$ cat src/rtl/osc_intl_mc.sv
// osc_intl_mc: per-channel peak-to-peak oscillation interlock over windows of valid samples,
// with a leaky per-channel counter that latches an interlock flag on reaching the count threshold.
module osc_intl_mc #(
    parameter int CH = 4,
    parameter int DW = 20,
    parameter int CW = 16
) (
    input  logic               i_clk,
    input  logic               i_rst,
    input  logic [CH*DW-1:0]   i_data,
    input  logic               i_data_valid,
    input  logic [CH-1:0]      i_osc_en,
    input  logic [CH-1:0]      i_clr,
    input  logic [CH*DW-1:0]   i_data_thresh,
    input  logic [CW-1:0]      i_cnt_thresh,
    input  logic [CW-1:0]      i_period,
    input  logic [CW-1:0]      i_cycle_cnt,
    output logic [CH-1:0]      o_osc_flag,
    output logic               o_osc_any,
    output logic [1:0]         o_state,
    output logic [CH*CW-1:0]   o_osc_cnt,
    output logic [CH*(DW+1)-1:0] o_p2p
);
    typedef enum logic [1:0] {IDLE = 2'd0, RUN = 2'd1, EVAL = 2'd2} state_t;

    state_t               state_q, state_d;
    logic [CW-1:0]        sample_cnt_q, sample_cnt_d, window_cnt_q, window_cnt_d;
    logic signed [DW-1:0] min_q [CH], min_d [CH], max_q [CH], max_d [CH];
    logic [CW-1:0]        osc_cnt_q [CH], osc_cnt_d [CH];
    logic [DW:0]          p2p_q [CH], p2p_d [CH];
    logic [CH-1:0]        flag_q, flag_d;
    logic signed [DW-1:0] smp;
    logic [CW-1:0]        per, sample_nx, window_nx;
    logic                 arm;

    assign arm       = |(i_osc_en & ~flag_q);
    assign per       = (i_period == '0) ? CW'(1) : i_period;
    assign sample_nx = sample_cnt_q + CW'(1);
    assign window_nx = window_cnt_q + CW'(1);

    always_comb begin
        state_d      = state_q;
        sample_cnt_d = sample_cnt_q;
        window_cnt_d = window_cnt_q;
        smp          = '0;
        case (state_q)
            IDLE: begin
                sample_cnt_d = '0;
                window_cnt_d = '0;
                state_d      = arm ? RUN : IDLE;
            end
            RUN: begin
                if (!arm) state_d = IDLE;
                else if (i_data_valid) begin
                    sample_cnt_d = sample_nx;
                    state_d      = (sample_nx == per) ? EVAL : RUN;
                end
            end
            EVAL: begin
                sample_cnt_d = '0;
                window_cnt_d = window_nx;
                state_d      = ((i_cycle_cnt != '0 && window_nx == i_cycle_cnt) || !arm) ? IDLE : RUN;
            end
            default: state_d = IDLE;
        endcase
        for (int c = 0; c < CH; c++) begin
            smp          = i_data[c*DW +: DW];
            min_d[c]     = min_q[c];
            max_d[c]     = max_q[c];
            osc_cnt_d[c] = osc_cnt_q[c];
            p2p_d[c]     = p2p_q[c];
            if (state_q == IDLE) begin
                min_d[c]     = '0;
                max_d[c]     = '0;
                osc_cnt_d[c] = '0;
            end else if (state_q == RUN && i_data_valid) begin
                min_d[c] = (sample_cnt_q == '0 || smp < min_q[c]) ? smp : min_q[c];
                max_d[c] = (sample_cnt_q == '0 || smp > max_q[c]) ? smp : max_q[c];
            end else if (state_q == EVAL) begin
                // sign-extend by one bit so max-min never overflows
                p2p_d[c] = {max_q[c][DW-1], max_q[c]} - {min_q[c][DW-1], min_q[c]};
                if (i_osc_en[c] && !flag_q[c])
                    osc_cnt_d[c] = (p2p_d[c] >= {1'b0, i_data_thresh[c*DW +: DW]})
                        ? ((osc_cnt_q[c] == '1) ? osc_cnt_q[c] : osc_cnt_q[c] + CW'(1))
                        : ((osc_cnt_q[c] == '0) ? osc_cnt_q[c] : osc_cnt_q[c] - CW'(1));
            end
            if (!i_osc_en[c]) osc_cnt_d[c] = '0;
            flag_d[c] = !i_clr[c] && (flag_q[c] || (i_osc_en[c] && osc_cnt_q[c] >= i_cnt_thresh));
        end
    end

    always_ff @(posedge i_clk) begin
        if (i_rst) begin
            state_q      <= IDLE;
            sample_cnt_q <= '0;
            window_cnt_q <= '0;
            flag_q       <= '0;
            for (int c = 0; c < CH; c++) begin
                min_q[c]     <= '0;
                max_q[c]     <= '0;
                osc_cnt_q[c] <= '0;
                p2p_q[c]     <= '0;
            end
        end else begin
            state_q      <= state_d;
            sample_cnt_q <= sample_cnt_d;
            window_cnt_q <= window_cnt_d;
            flag_q       <= flag_d;
            for (int c = 0; c < CH; c++) begin
                min_q[c]     <= min_d[c];
                max_q[c]     <= max_d[c];
                osc_cnt_q[c] <= osc_cnt_d[c];
                p2p_q[c]     <= p2p_d[c];
            end
        end
    end

    for (genvar g = 0; g < CH; g++) begin : g_out
        assign o_osc_cnt[g*CW +: CW]       = osc_cnt_q[g];
        assign o_p2p[g*(DW+1) +: (DW+1)]   = p2p_q[g];
    end

    assign o_osc_flag = flag_q;
    assign o_osc_any  = |flag_q;
    assign o_state    = state_q;
endmodule

$ cat config.mk
export PLATFORM = sky130hd
export DESIGN_NAME = osc_intl_mc
export DESIGN_NICKNAME = d
export VERILOG_FILES = /design/src/rtl/osc_intl_mc.sv
export SDC_FILE = /design/constraint.sdc
export NUM_CORES = 1
export LEC_CHECK = 0
export ABC_AREA = 1
export BUFFER_PORTS_ARGS = -buffer_cell sky130_fd_sc_hd__clkbuf_2
export CAP_MARGIN = 20
export CORE_MARGIN = 3
export CORE_UTILIZATION = 45
export CTS_CLUSTER_DIAMETER = 50
export CTS_CLUSTER_SIZE = 14
export DETAILED_ROUTE_END_ITERATION = 8
export HOLD_SLACK_MARGIN = 0.03
export PLACE_DENSITY_LB_ADDON = 0.15
export SLEW_MARGIN = 20
export SYNTH_ARGS = -nofsm -noshare
export SYNTH_HDL_FRONTEND = slang
export SYNTH_SLANG_ARGS = --single-unit
$ cat constraint.sdc
create_clock -name i_clk -period 10.9 [get_ports i_clk]
set_clock_uncertainty 0.05 [all_clocks]
set_input_delay 1.635 -clock i_clk [delete_from_list [all_inputs] [get_ports i_clk]]
set_output_delay 1.635 -clock i_clk [all_outputs]
set_load 0.02 [all_outputs]
Word-level counts from Yosys, hierarchy flattened
Memories as Yosys holds them, arrays and structs flattened.
Index checks and enable logic that the tools add are counted.
{"block": "totals", "reg_bits": 38, "ram_bits": 308, "in_bits": 219, "out_inout_bits": 155, "word_cells": 215, "memories": 4}
{"block": "classes", "addsub": 14, "magnitude_cmp": 16, "n_eq_ne": 11, "n_mux": 98, "n_bitwise": 18, "reduce_logical": 50}
{"name": "p2p_q", "words": 4, "word_bits": 21, "rd": 4, "rd_ports_with_merged_regs": 0, "write_ports": 4, "line": "30", "text": "logic [DW:0] p2p_q [CH], p2p_d [CH];"}
{"name": "max_q", "words": 4, "word_bits": 20, "rd": 4, "rd_ports_with_merged_regs": 0, "write_ports": 4, "line": "28", "text": "logic signed [DW-1:0] min_q [CH], min_d [CH], max_q [CH], max_d [CH];"}
{"name": "min_q", "words": 4, "word_bits": 20, "rd": 4, "rd_ports_with_merged_regs": 0, "write_ports": 4, "line": "28"}
{"name": "osc_cnt_q", "words": 4, "word_bits": 16, "rd": 4, "rd_ports_with_merged_regs": 0, "write_ports": 4, "line": "29", "text": "logic [CW-1:0] osc_cnt_q [CH], osc_cnt_d [CH];"}
{"op": "$mux W20", "count": 32}
{"op": "$mux W16", "count": 39}
{"op": "$mux W21", "count": 16}
{"op": "$add A16 B1 Y16 const B", "count": 6}
{"op": "$logic_not A16 Y1", "count": 6}
{"op": "$ge A21 B20 Y1", "count": 4}
{"op": "$sub A20 B20 Y21", "count": 4}
{"op": "$gt A20 B20 Y1", "count": 4}
{"op": "$lt A20 B20 Y1", "count": 4}
{"op": "$eq A16 B16 Y1 const B", "count": 4}
{"op": "$ge A16 B16 Y1", "count": 4}
{"op": "$pmux W16 S2", "count": 2}
{"op": "$sub A16 B1 Y16 const B", "count": 4}
{"op": "$eq A16 B16 Y1", "count": 2}
{"op": "$or A1 B1 Y1", "count": 16}
{"op": "$reduce_bool A16 Y1", "count": 1}
{"op": "$logic_and A1 B1 Y1", "count": 14}
{"op": "$logic_or A1 B1 Y1", "count": 13}
{"op": "$logic_not A1 Y1", "count": 9}
{"op": "$reduce_or A4 Y1", "count": 2}
{"op": "$mux W2", "count": 3}
{"op": "$pmux W2 S3", "count": 1}
{"op": "$mux W1", "count": 5}
{"op": "$and A4 B4 Y4", "count": 1}
{"op": "other kinds (9)", "count": 11}

Longest topological paths before layout
Gate-level depths: netlist (run 1).
{"block": "depth", "word_depth": 9, "mapped_depth": 40}

Worst setup path before layout (run 1)
No wires, ideal clock.
{"block": "synth_timing", "path_kind": "reg-to-reg", "from": "mem max_q[1][0]", "to": "mem osc_cnt_q[1][10]", "arrival_ns": 4.813, "setup_slack_ns": 5.927, "path_stages_with_launch": 33, "path_buffers": 0, "period_less_slack_ns": 4.973, "path_cell_list": "dfxtp_1 inv_1 ha_1 fa_1 o21ai_1 a21boi_1 o21ai_0 a21oi_1 o21ai_1 xor2_1 ha_1 a21oi_1 nor2_1 nor2_1 nand2_1 nor2_1 nand2_1 nand2_1 nand2_1 nand2_1 nand3_2 inv_1 ha_1 a21oi_1 o21ai_0 a21boi_0 o21ai_0 nand3_1 nand2_1 xnor2_1 nand2_1 nand2_1 nor2_1"}
{"element": "start, declared", "line": "28"}
{"element": "end, declared", "line": "29"}

==> summary.md, run 1 <==
| Metric | Value |
|---|---|
| Outcome | `complete, no violations` |
| Gr ovfl total | `0` |
| Clk sink count | `346` |
| Mux cell area share after synthesis | `0` |
| Reg-to-Reg Start | `max_q[1][0]` |
| Tcrit/Tclk final | `0.548` |
| TritonCTS buffer count | `51` |
| Combinational family with the most area after synthesis | `simple AND/OR/NAND/NOR gates` |
| Post-synth top area share | `0.239` |
| Die H | `260 microns` |
| Startpoint Class | `register` |
| Std cell rows | `92` |
| Clock power share | `0.383` |
| Number of enable flip-flop cells after synthesis | `0` |
| Max-slew violations | `0` |
| RSZ-0062 raised after global routing | `no` |
| WHS Path Cells | `2` |
| FILL cells | `6554` |
| Clk buf depth | `3` |
| Starting Density | `0.457` |
| Critical path data required time | `11.35 ns` |
| CTS Root Cell | `clkbuf_16` |
| # setup viols final | `0` |
| Critical Path AT | `6.42 ns` |
| Fin nets | `5337` |
| CP Capture Type | `register` |
| Reg2Reg Setup Slack | `4.93 ns` |
| Final hold vios | `0` |
| DRT antenna net count | `0` |
| Synth Area in Compound Gates | `0.152` |
| CP Max Fanout | `14` |
| Per-cell routed wire length | `16.7 microns` |
| Worst slew pin tran | `1.14 ns` |
| Synth Warn # | `0` |
| Global Route Usage Sum | `0.268` |
| Pre-CTS setup slack | `5.04 ns` |
| Pwr Density | `138 nW/um^2` |
| DIE AREA | `67400 sq um` |
| Avg Inst Size Synth | `6.67 sq um` |
| Port Buffers | `373` |
| Post-Route WL | `93100 microns` |
| P_sw | `1.73 mW` |
| R2R depth | `32` |
| Setup Fix Bufs, Post-CTS | `0` |
| CTS tree | `built` |
| CP Class | `reg2reg` |
| Netlist cell types | `65` |
| Gpl congestion | `0.945` |
| Via-per-instance ratio | `5.23` |
| H-Tree Depth | `2` |
| Reg2reg end | `osc_cnt_q[1][10]` |
| Final core utilization | `0.527` |
| Async SR Flop Fraction | `0` |
| Synth Register Bits | `346` |
| Post_cts resized | `0` |
| Min-Delay Endpoint | `window_cnt_q[15]` |
| Post-synth net total | `5008` |
| CTS clk-pin slew, worst paths | `0.07 ns` |
| Flop pwr share | `0.283` |
| Post-route minimum period | `5.97 ns` |
| Post-Syn Instances | `4342` |
| Int Pwr | `2.87 mW` |
| Maximum vdd drop | `0.000112 V` |
| Core box area | `63300 sq um` |
| Final hold slack | `0.420 ns` |
| Share of layout cells above drive strength 1 | `0.114` |
| Starting DRT DRC Count | `1968` |
| Area share of fa/ha/maj cells after synthesis | `0.195` |
| Relative slew slack | `0.230` |
| CP max stage cell | `fa_1` |
| First-pass iteration count of the detailed router | `5` |
| First-pass GRT wire length | `146000 microns` |
| Simple-Gate Fraction of Synth Area | `0.266` |
| Largest net degree at the start of global routing | `109` |
| XOR/XNOR Fraction of Synth Area | `0.0418` |
| Placement Cell Area | `31500 sq um` |
| Hold Path Class | `reg2reg` |
| FMAX | `167 MHz` |
| CP most frequent cell | `nand2_1` |
| DRC | `0` |
| Area Growth Syn to Fin | `15.2%` |
| Vias in the first global route | `26700` |
| Final Cell Area | `33300 sq um` |
| Primary FF master, synth | `dfxtp_1` |
| HP Start | `window_cnt_q[15]` |
| Die Span X | `260 microns` |
| Seq/Total Area, Yosys | `0.239` |
| Hold buffer count at CTS | `0` |
| Comb power frac | `0.334` |
| Switching Share | `0.376` |
| Final worst setup slack | `4.93 ns` |
| Synth top area cells | `dfxtp_1, ha_1, nand2_1` |
| I/O pin cnt | `374` |
| Worst skew pair latency | `0.60 ns` |
| Vias after detailed routing | `29100` |
| Initial antenna violation count | `7` |
| HPWL after DPL | `72400 microns` |
| Max_cap viols | `0` |
| Synthesized area | `28900 sq um` |
| Leakage | `16.6 nW` |
| Final TNS setup | `0 ns` |
| Area leader, netlist | `dfxtp_1` |
| Crit-path max cell delay | `0.41 ns` |
[cells in the mapped netlist (5+ instances only)]
cell,count
nand2_1,814
inv_1,678
nor2_1,515
ha_1,439
a21oi_1,431
dfxtp_1,346
o21ai_0,276
nand3_1,231
nand4_1,100
xor2_1,83
clkbuf_1,82
xnor2_1,55
nor3_1,42
nor4_1,25
a21o_1,15
a31oi_1,15
o211ai_1,14
a211oi_1,12
buf_2,11
nand2_2,11
nand3b_1,11
buf_1,9
o21ai_1,9
a21boi_0,8
fa_1,8
nor2_2,8
o21bai_1,8
inv_2,7
o21a_1,6
or2_2,6
buf_6,5
nor3_2,5
o2111ai_1,5
o31ai_1,5
[cells by family (layout without fill, tap and decap cells)]
| family | Yosys count | count (layout) |
|---|---|---|
| AND/OR/NAND/NOR | 1793 | 1793 |
| AO/OA/AOI/OAI | 824 | 824 |
| buffers and inverters | 794 | 1165 |
| adder cells (fa/ha/maj) | 447 | 447 |
| flip-flops | 346 | 346 |
| XOR/XNOR | 138 | 138 |
| other | 0 | 4 |
[state kept, by name, indices dropped and copies added, names as in the netlist]
signal	cells
p2p_q	84
max_q	80
min_q	80
osc_cnt_q	64
sample_cnt_q	16
window_cnt_q	16
o_osc_flag	4
o_state	2
[cell type report]
class                   instances  area, sq um  share of cell area
diodes                          4         10.0            0.000300
clock buffers                  55         1320              0.0397
clock inverters                40          487              0.0146
inverters                     685         2570              0.0771
multi-input cells            3202        19000               0.570
flip-flops and latches        346         6930               0.208
well taps                     846         1060              0.0317
repair buffers                385         1970              0.0591
[how the worst max path moves through the flow]
| stage | start | end | slack [ns] | cells after the start |
|---|---|---|---|---|
| final | max_q[1][0] | osc_cnt_q[1][10] | 4.93 | 32 |
| after global routing | max_q[1][0] | osc_cnt_q[1][10] | 4.29 | 32 |
| after CTS | max_q[1][0] | osc_cnt_q[1][10] | 5.02 | 32 |
| after detailed placement | max_q[1][0] | osc_cnt_q[1][10] | 5.04 | 32 |
| after global placement | max_q[1][0] | osc_cnt_q[1][10] | 5.21 | 32 |
| after floorplan | max_q[1][0] | osc_cnt_q[1][10] | 5.93 | 32 |
[worst max-delay path: cells and delay by family (launching register included)]
kind | cells | cell delay, ns
flops | 1 | 0.36
compound gates | 9 | 2.17
simple gates | 15 | 1.26
buf+inv | 2 | 0.46
xor+xnor | 2 | 0.34
fa+ha+maj | 4 | 1.19
[layout by cell type (no fill, tap or decap), drive strengths merged, types with 4 or more instances in the layout]
cell,count
nand2,828
inv,701
nor2,525
ha,439
a21oi,434
clkbuf,427
dfxtp,346
o21ai,286
nand3,236
nand4,100
xor2,83
xnor2,55
nor3,48
nor4,26
a31oi,15
a21o,15
clkinv,15
o211ai,14
buf,13
a211oi,12
nand3b,12
a21boi,9
o21bai,8
fa,8
or2,7
o21a,6
bufinv,6
o31ai,5
o2111ai,5
diode,4
[through the flow]
| step | power [mW] | instances |
|---|---|---|
| floorplan | 2.44 | 4342 |
| global placement | 2.83 | 5464 |
| detailed placement | 2.84 | 5464 |
| CTS | 4.63 | 5559 |
| global route | 4.90 | 5560 |
| finish | 4.60 | 5563 |
[power by group through the flow]
stage	registers (mW)	logic (mW)	clock network (mW)
2_1_floorplan	1.32	1.11	0
3_3_place_gp	1.33	1.50	0
3_5_place_dp	1.33	1.51	0
4_1_cts	1.30	1.52	1.81
5_1_grt	1.31	1.74	1.86
6_report	1.30	1.54	1.76
[layer usage]
layer / global-route usage / vias up / share of wire
li1: - / 15000 / -
met1: 0.377 / 13100 / 0.47
met2: 0.432 / 833 / 0.44
met3: 0.0397 / 120 / 0.063
met4: 0.0646 / 6 / 0.021
met5: 0 / - / 0.00049
No activity file was read; power rests on OpenSTA's default activity.
==> inputs of run 2 (changes only) <==
- ABC_AREA: 1 -> 0
- clock period: 10.9 -> 5.88 ns (I/O delays scaled with it)
==> summary.md, run 2 <==
| Metric | Value |
|---|---|
| Outcome | `finished with violations` |
| Failing checks | `setup timing` |
| Share of layout cells above drive strength 1 | `0.256` |
| CP Capture Type | `register` |
| FMAX | `169 MHz` |
| Final core utilization | `0.593` |
| Final hold vios | `0` |
| Starting DRT DRC Count | `1344` |
| Post-Syn Instances | `3347` |
| Worst slew pin tran | `1.10 ns` |
| TritonCTS buffer count | `54` |
| Vias in the first global route | `24800` |
| Area Growth Syn to Fin | `30.2%` |
| Maximum vdd drop | `0.000256 V` |
| Busiest grt layer | `met2` |
| Clk buf depth | `3` |
| Critical path data required time | `6.35 ns` |
| Gr ovfl total | `0` |
| Synth Warn # | `0` |
| Max_cap viols | `0` |
| Placement Cell Area | `31500 sq um` |
| M3 GR Usage | `0.0580` |
| Via-per-instance ratio | `5.39` |
| P_sw | `2.77 mW` |
| Max reg flops | `84` |
| I/O pin cnt | `374` |
| Final hold slack | `0.402 ns` |
| Seq/Total Area, Yosys | `0.257` |
| H-Tree Depth | `2` |
| Post-synth top area share | `0.257` |
| Final TNS setup | `-0.0424 ns` |
| Std cell rows | `89` |
| Per-cell routed wire length | `18.0 microns` |
| Relative slew slack | `0.264` |
| Flop pwr share | `0.277` |
| Most common cell in the netlist | `ha_1` |
| Area leader, netlist | `dfxtp_1` |
| Clk sink count | `346` |
| DRT antenna net count | `0` |
| Synthesized area | `26900 sq um` |
| Hold Path Class | `reg2reg` |
| Avg Inst Size Synth | `8.05 sq um` |
| Largest registers | `p2p_q (84), max_q (80), min_q (80)` |
| CTS clk-pin slew, worst paths | `0.06 ns` |
| Starting Density | `0.456` |
| Vias after detailed routing | `26100` |
| Reg2Reg Setup Slack | `-0.03 ns` |
| Pre-CTS setup slack | `-0.330 ns` |
| Max-slew violations | `0` |
| Startpoint Class | `register` |
| Most frequent cells in the layout | `ha_1, clkbuf_2, buf_4` |
| Post-Route WL | `86900 microns` |
| Netlist cell types | `75` |
| FILL cells | `5485` |
| Post-route minimum period | `5.91 ns` |
| Largest net degree at the start of global routing | `123` |
| Leakage | `16.1 nW` |
| Number of enable flip-flop cells after synthesis | `0` |
| Final Cell Area | `35100 sq um` |
| Tot Pwr | `8.62 mW` |
| HPWL after DPL | `65800 microns` |
| CP Max Fanout | `3` |
| Tcrit/Tclk final | `1.01` |
| Global Route Usage Sum | `0.264` |
| Post-synth net total | `4013` |
| CP Class | `reg2reg` |
| Comb power frac | `0.334` |
| # setup viols final | `3` |
| Die H | `251 microns` |
| DRC | `0` |
| First-pass GRT wire length | `135000 microns` |
| Commonest non-fill, non-tap cell in the layout | `ha_1` |
| Primary FF master, synth | `dfxtp_1` |
| Global Route met2 Usage | `0.444` |
| Worst skew pair latency | `0.61 ns` |
| Met1 GRT Util | `0.342` |
| DIE AREA | `62800 sq um` |
| Top reg by flops | `p2p_q` |
| First-pass iteration count of the detailed router | `5` |
| Fin nets | `4676` |
| Critical Path AT | `6.38 ns` |
| CTS tree | `built` |
| Placed Instances | `4660` |
| RSZ-0062 raised after global routing | `yes` |
| Die Span X | `251 microns` |
| Pwr Density | `246 nW/um^2` |
| Synth top area cells | `dfxtp_1, ha_1, mux2i_1` |
| Gpl congestion | `0.914` |
| Final instance count without filler cells | `4837` |
| Core box area | `59100 sq um` |
| Initial antenna violation count | `14` |
| Async SR Flop Fraction | `0` |
| Port Buffers | `373` |
| Synth Register Bits | `346` |
| Switching Share | `0.321` |
| Clock power share | `0.389` |
| Final worst setup slack | `-0.0298 ns` |
| Int Pwr | `5.86 mW` |
| Synth cell count leaders | `ha_1, dfxtp_1, nor2_1, inv_1, nand2_1` |
| CTS Root Cell | `clkbuf_16` |
[run 2: cell types whose count changed after synthesis, moves of 82 or more]
cell	delta
mux2i_1	+136
a21o_1	+82
o21ai_0	-124
a21oi_1	-181
nand3_1	-111
nor2_1	-197
nand2_1	-537
inv_1	-368
[run 2: path summary, 6_finish.rpt]
| check | start | endpoint | cells past startpoint |
|---|---|---|---|
| setup / recovery | min_q[1][5] | osc_cnt_q[1][15] | 26 |
| hold / removal | p2p_q[1][9] | p2p_q[1][9] | 2 |
| setup reg to reg | min_q[1][5] | osc_cnt_q[1][15] | 26 |
| hold reg to reg | p2p_q[1][9] | p2p_q[1][9] | 2 |
[run 2: worst max-delay path: stages, from the launching register on]
cell       delay, ns
dfxtp_2         0.33
inv_2           0.05
ha_4            0.21
a21o_1          0.16
or3_1           0.31
o221a_2         0.24
o31a_1          0.28
or4_4           0.44
o21a_1          0.19
xor2_1          0.15
ha_1            0.29
and4_1          0.18
a31oi_1         0.17
o211ai_1        0.11
a211oi_2        0.28
and2_4          0.25
ha_4            0.20
a211o_1         0.28
o211ai_1        0.14
a21oi_2         0.13
a2111oi_4       0.39
a21oi_2         0.11
a31oi_2         0.17
o21ai_1         0.11
mux2i_1         0.13
or3_1           0.33
a21oi_2         0.12
[run 2: area by class of cell]
cell class                 instances  area, sq um  area share
sequential                       346         6950       0.198
multi-input combinational       2583        19600       0.558
antenna                            8         20.0    0.000571
clock buffer                      64         1460      0.0416
inverter                         310         1170      0.0335
timing repair buffer             715         4480       0.128
clock inverter                    38          440      0.0126
tap                              773          967      0.0276
[run 2: logic make-up after synthesis]
logic type               share of synthesized area
adder cells (fa/ha/maj)                      0.210
buffers and inverters                       0.0595
multiplexers                                0.0514
flip-flops                                   0.257
AO/OA/AOI/OAI                                0.181
AND/OR/NAND/NOR                              0.183
XOR/XNOR                                    0.0575
[run 2: layer usage]
metal,vias to the layer above,part of all wire
li1,13300,-
met1,12100,0.44
met2,620,0.47
met3,121,0.068
met4,12,0.021
met5,-,0.00083
[run 2: timing repair]
item,4_1_cts,5_1_grt
endpoints found under the setup margin,20,32
pin swaps,48,136
gates cloned,0,0
hold buffers,0,0
hold endpoints to repair,0,0
setup buffers,49,27
resized for setup,64,186
[run 2: power groups by stage]
stage	clock, mW	sequential, mW	combinational [mW]
after floorplan	0	2.44	1.46
after global placement	0	2.44	2.40
after detailed placement	0	2.44	2.41
after CTS	3.44	2.39	2.62
after global routing	3.53	2.39	3.17
final	3.36	2.39	2.88
==> inputs of run 3 (changes only) <==
- clock period: 5.88 -> 6 ns (I/O delays scaled with it)
==> summary.md, run 3 (synthesis gave the netlist of run 2 again) <==
| Metric | Value |
|---|---|
| Worst skew pair latency | `0.60 ns` |
| Final Cell Area | `34500 sq um` |
| Final instance count without filler cells | `4789` |
| CTS Root Cell | `clkbuf_16` |
| Die Span X | `251 microns` |
| HPWL after DPL | `63100 microns` |
| H-Tree Depth | `2` |
| Critical path data required time | `6.45 ns` |
| I/O pin cnt | `374` |
| DRC | `0` |
| Std cell rows | `89` |
| Hold Path Class | `reg2reg` |
| Die H | `251 microns` |
| Per-cell routed wire length | `17.4 microns` |
| Switching Share | `0.317` |
| Area Growth Syn to Fin | `28.2%` |
| Relative slew slack | `0.311` |
| Global Route met2 Usage | `0.431` |
| Vias in the first global route | `24700` |
| Max reg flops | `84` |
| Top Family by Delay on Critical Path | `compound AO/OA/AOI/OAI gates` |
| Initial antenna violation count | `9` |
| Comb power frac | `0.325` |
| Commonest non-fill, non-tap cell in the layout | `ha_1` |
| Largest net degree at the start of global routing | `123` |
| Port Buffers | `373` |
| Sum of buffers and inverters on the critical path | `5` |
| Gr ovfl total | `0` |
| First-pass iteration count of the detailed router | `5` |
| Busiest grt layer | `met2` |
| Top reg by flops | `p2p_q` |
| Hold buffer count at CTS | `0` |
| Starting Density | `0.456` |
| FMAX | `167 MHz` |
| Final TNS setup | `0 ns` |
| Fin nets | `4635` |
| CP max stage cell | `o31ai_4` |
| Global Route Usage Sum | `0.255` |
| Maximum vdd drop | `0.000240 V` |
| CTS tree | `built` |
| Flop pwr share | `0.281` |
| Tot Pwr | `8.33 mW` |
| Final hold slack | `0.401 ns` |
| Pre-CTS setup slack | `-0.294 ns` |
| Vias after detailed routing | `25600` |
| Max_cap viols | `0` |
| Clk buf depth | `3` |
| Clk sink count | `346` |
| # setup viols final | `0` |
| Critical Path AT | `6.42 ns` |
| RSZ-0062 raised after global routing | `yes` |
| TritonCTS buffer count | `53` |
| Crit-path max cell delay | `0.44 ns` |
| Met1 GRT Util | `0.337` |
| First-pass GRT wire length | `131000 microns` |
| Starting DRT DRC Count | `1211` |
| Placed Instances | `4627` |
| DIE AREA | `62800 sq um` |
| CP Capture Type | `register` |
| Startpoint Class | `register` |
| Core box area | `59100 sq um` |
| M3 GR Usage | `0.0430` |
| Clock power share | `0.394` |
| Final hold vios | `0` |
| P_sw | `2.64 mW` |
| Post-route minimum period | `5.97 ns` |
| Share of layout cells above drive strength 1 | `0.240` |
| CP Max Fanout | `5` |
| CP Class | `reg2reg` |
| Final worst setup slack | `0.0284 ns` |
| Worst slew pin tran | `1.03 ns` |
| Leakage | `15.8 nW` |
| Most frequent cells in the layout | `ha_1, clkbuf_2, dfxtp_1` |
| Reg2Reg Setup Slack | `0.03 ns` |
| CTS clk-pin slew, worst paths | `0.05 ns` |
| Via-per-instance ratio | `5.34` |
| Final core utilization | `0.584` |
| Largest registers | `p2p_q (84), max_q (80), min_q (80)` |
| Max-slew violations | `0` |
| Gpl congestion | `0.893` |
| Int Pwr | `5.69 mW` |
| Post-Route WL | `83500 microns` |
| Placement Cell Area | `31300 sq um` |
| Pwr Density | `241 nW/um^2` |
| Tcrit/Tclk final | `0.995` |
| DRT antenna net count | `0` |
| Outcome | `complete, no violations` |
run 3: changes by cell type in the layout (fill, tap and decap cells not counted), sizes merged:
cell      delta
clkinv       -2
inv          -3
clkbuf       -5
diode        -3
bufinv       +3
buf         -40
clkinvlp     +2
run 3: worst register-to-register path, delay by kind of cell, from the launching register on:
| family | cells | cell delay [ns] |
|---|---|---|
| compound gates | 15 | 2.98 |
| xor+xnor | 1 | 0.12 |
| fa+ha+maj | 3 | 0.78 |
| buf+inv | 5 | 0.54 |
| flops | 1 | 0.33 |
| simple gates | 6 | 1.10 |
run 3: layer usage:
| layer | vias up | wire, microns |
|---|---|---|
| li1 | 13200 | - |
| met5 | - | 50 |
| met2 | 557 | 38600 |
| met3 | 112 | 4700 |
| met1 | 11700 | 38200 |
| met4 | 8 | 1910 |
run 3: final timing paths:
check	end	cells past startpoint	startpoint
max	osc_cnt_q[0][15]	30	min_q[0][1]
min	p2p_q[2][7]	2	p2p_q[2][7]
max reg2reg	osc_cnt_q[0][15]	30	min_q[0][1]
min reg2reg	p2p_q[2][7]	2	p2p_q[2][7]
run 3: cell type report:
type	instances	area, sq um
Clock inverter	38	480
Inverter	310	1180
Sequential cell	346	6950
Antenna cell	5	12.5
Tap cell	773	967
Clock buffer	59	1380
Fill cell	5538	24600
Timing Repair Buffer	675	4190
Multi-Input combinational cell	2583	19400
run 3: repair_timing:
action / CTS / global route
endpoints found under the setup margin: 16 / 33
gates resized for setup: 48 / 174
pin swaps: 38 / 136
buffers inserted: 29 / 36
run 3: power groups by stage:
stage	clock, mW	combinational, mW	sequential, mW
after CTS	3.36	2.45	2.34
after floorplan	0	1.42	2.39
final	3.28	2.71	2.34
after global routing	3.45	3.00	2.34
after detailed placement	0	2.33	2.39
after global placement	0	2.32	2.39
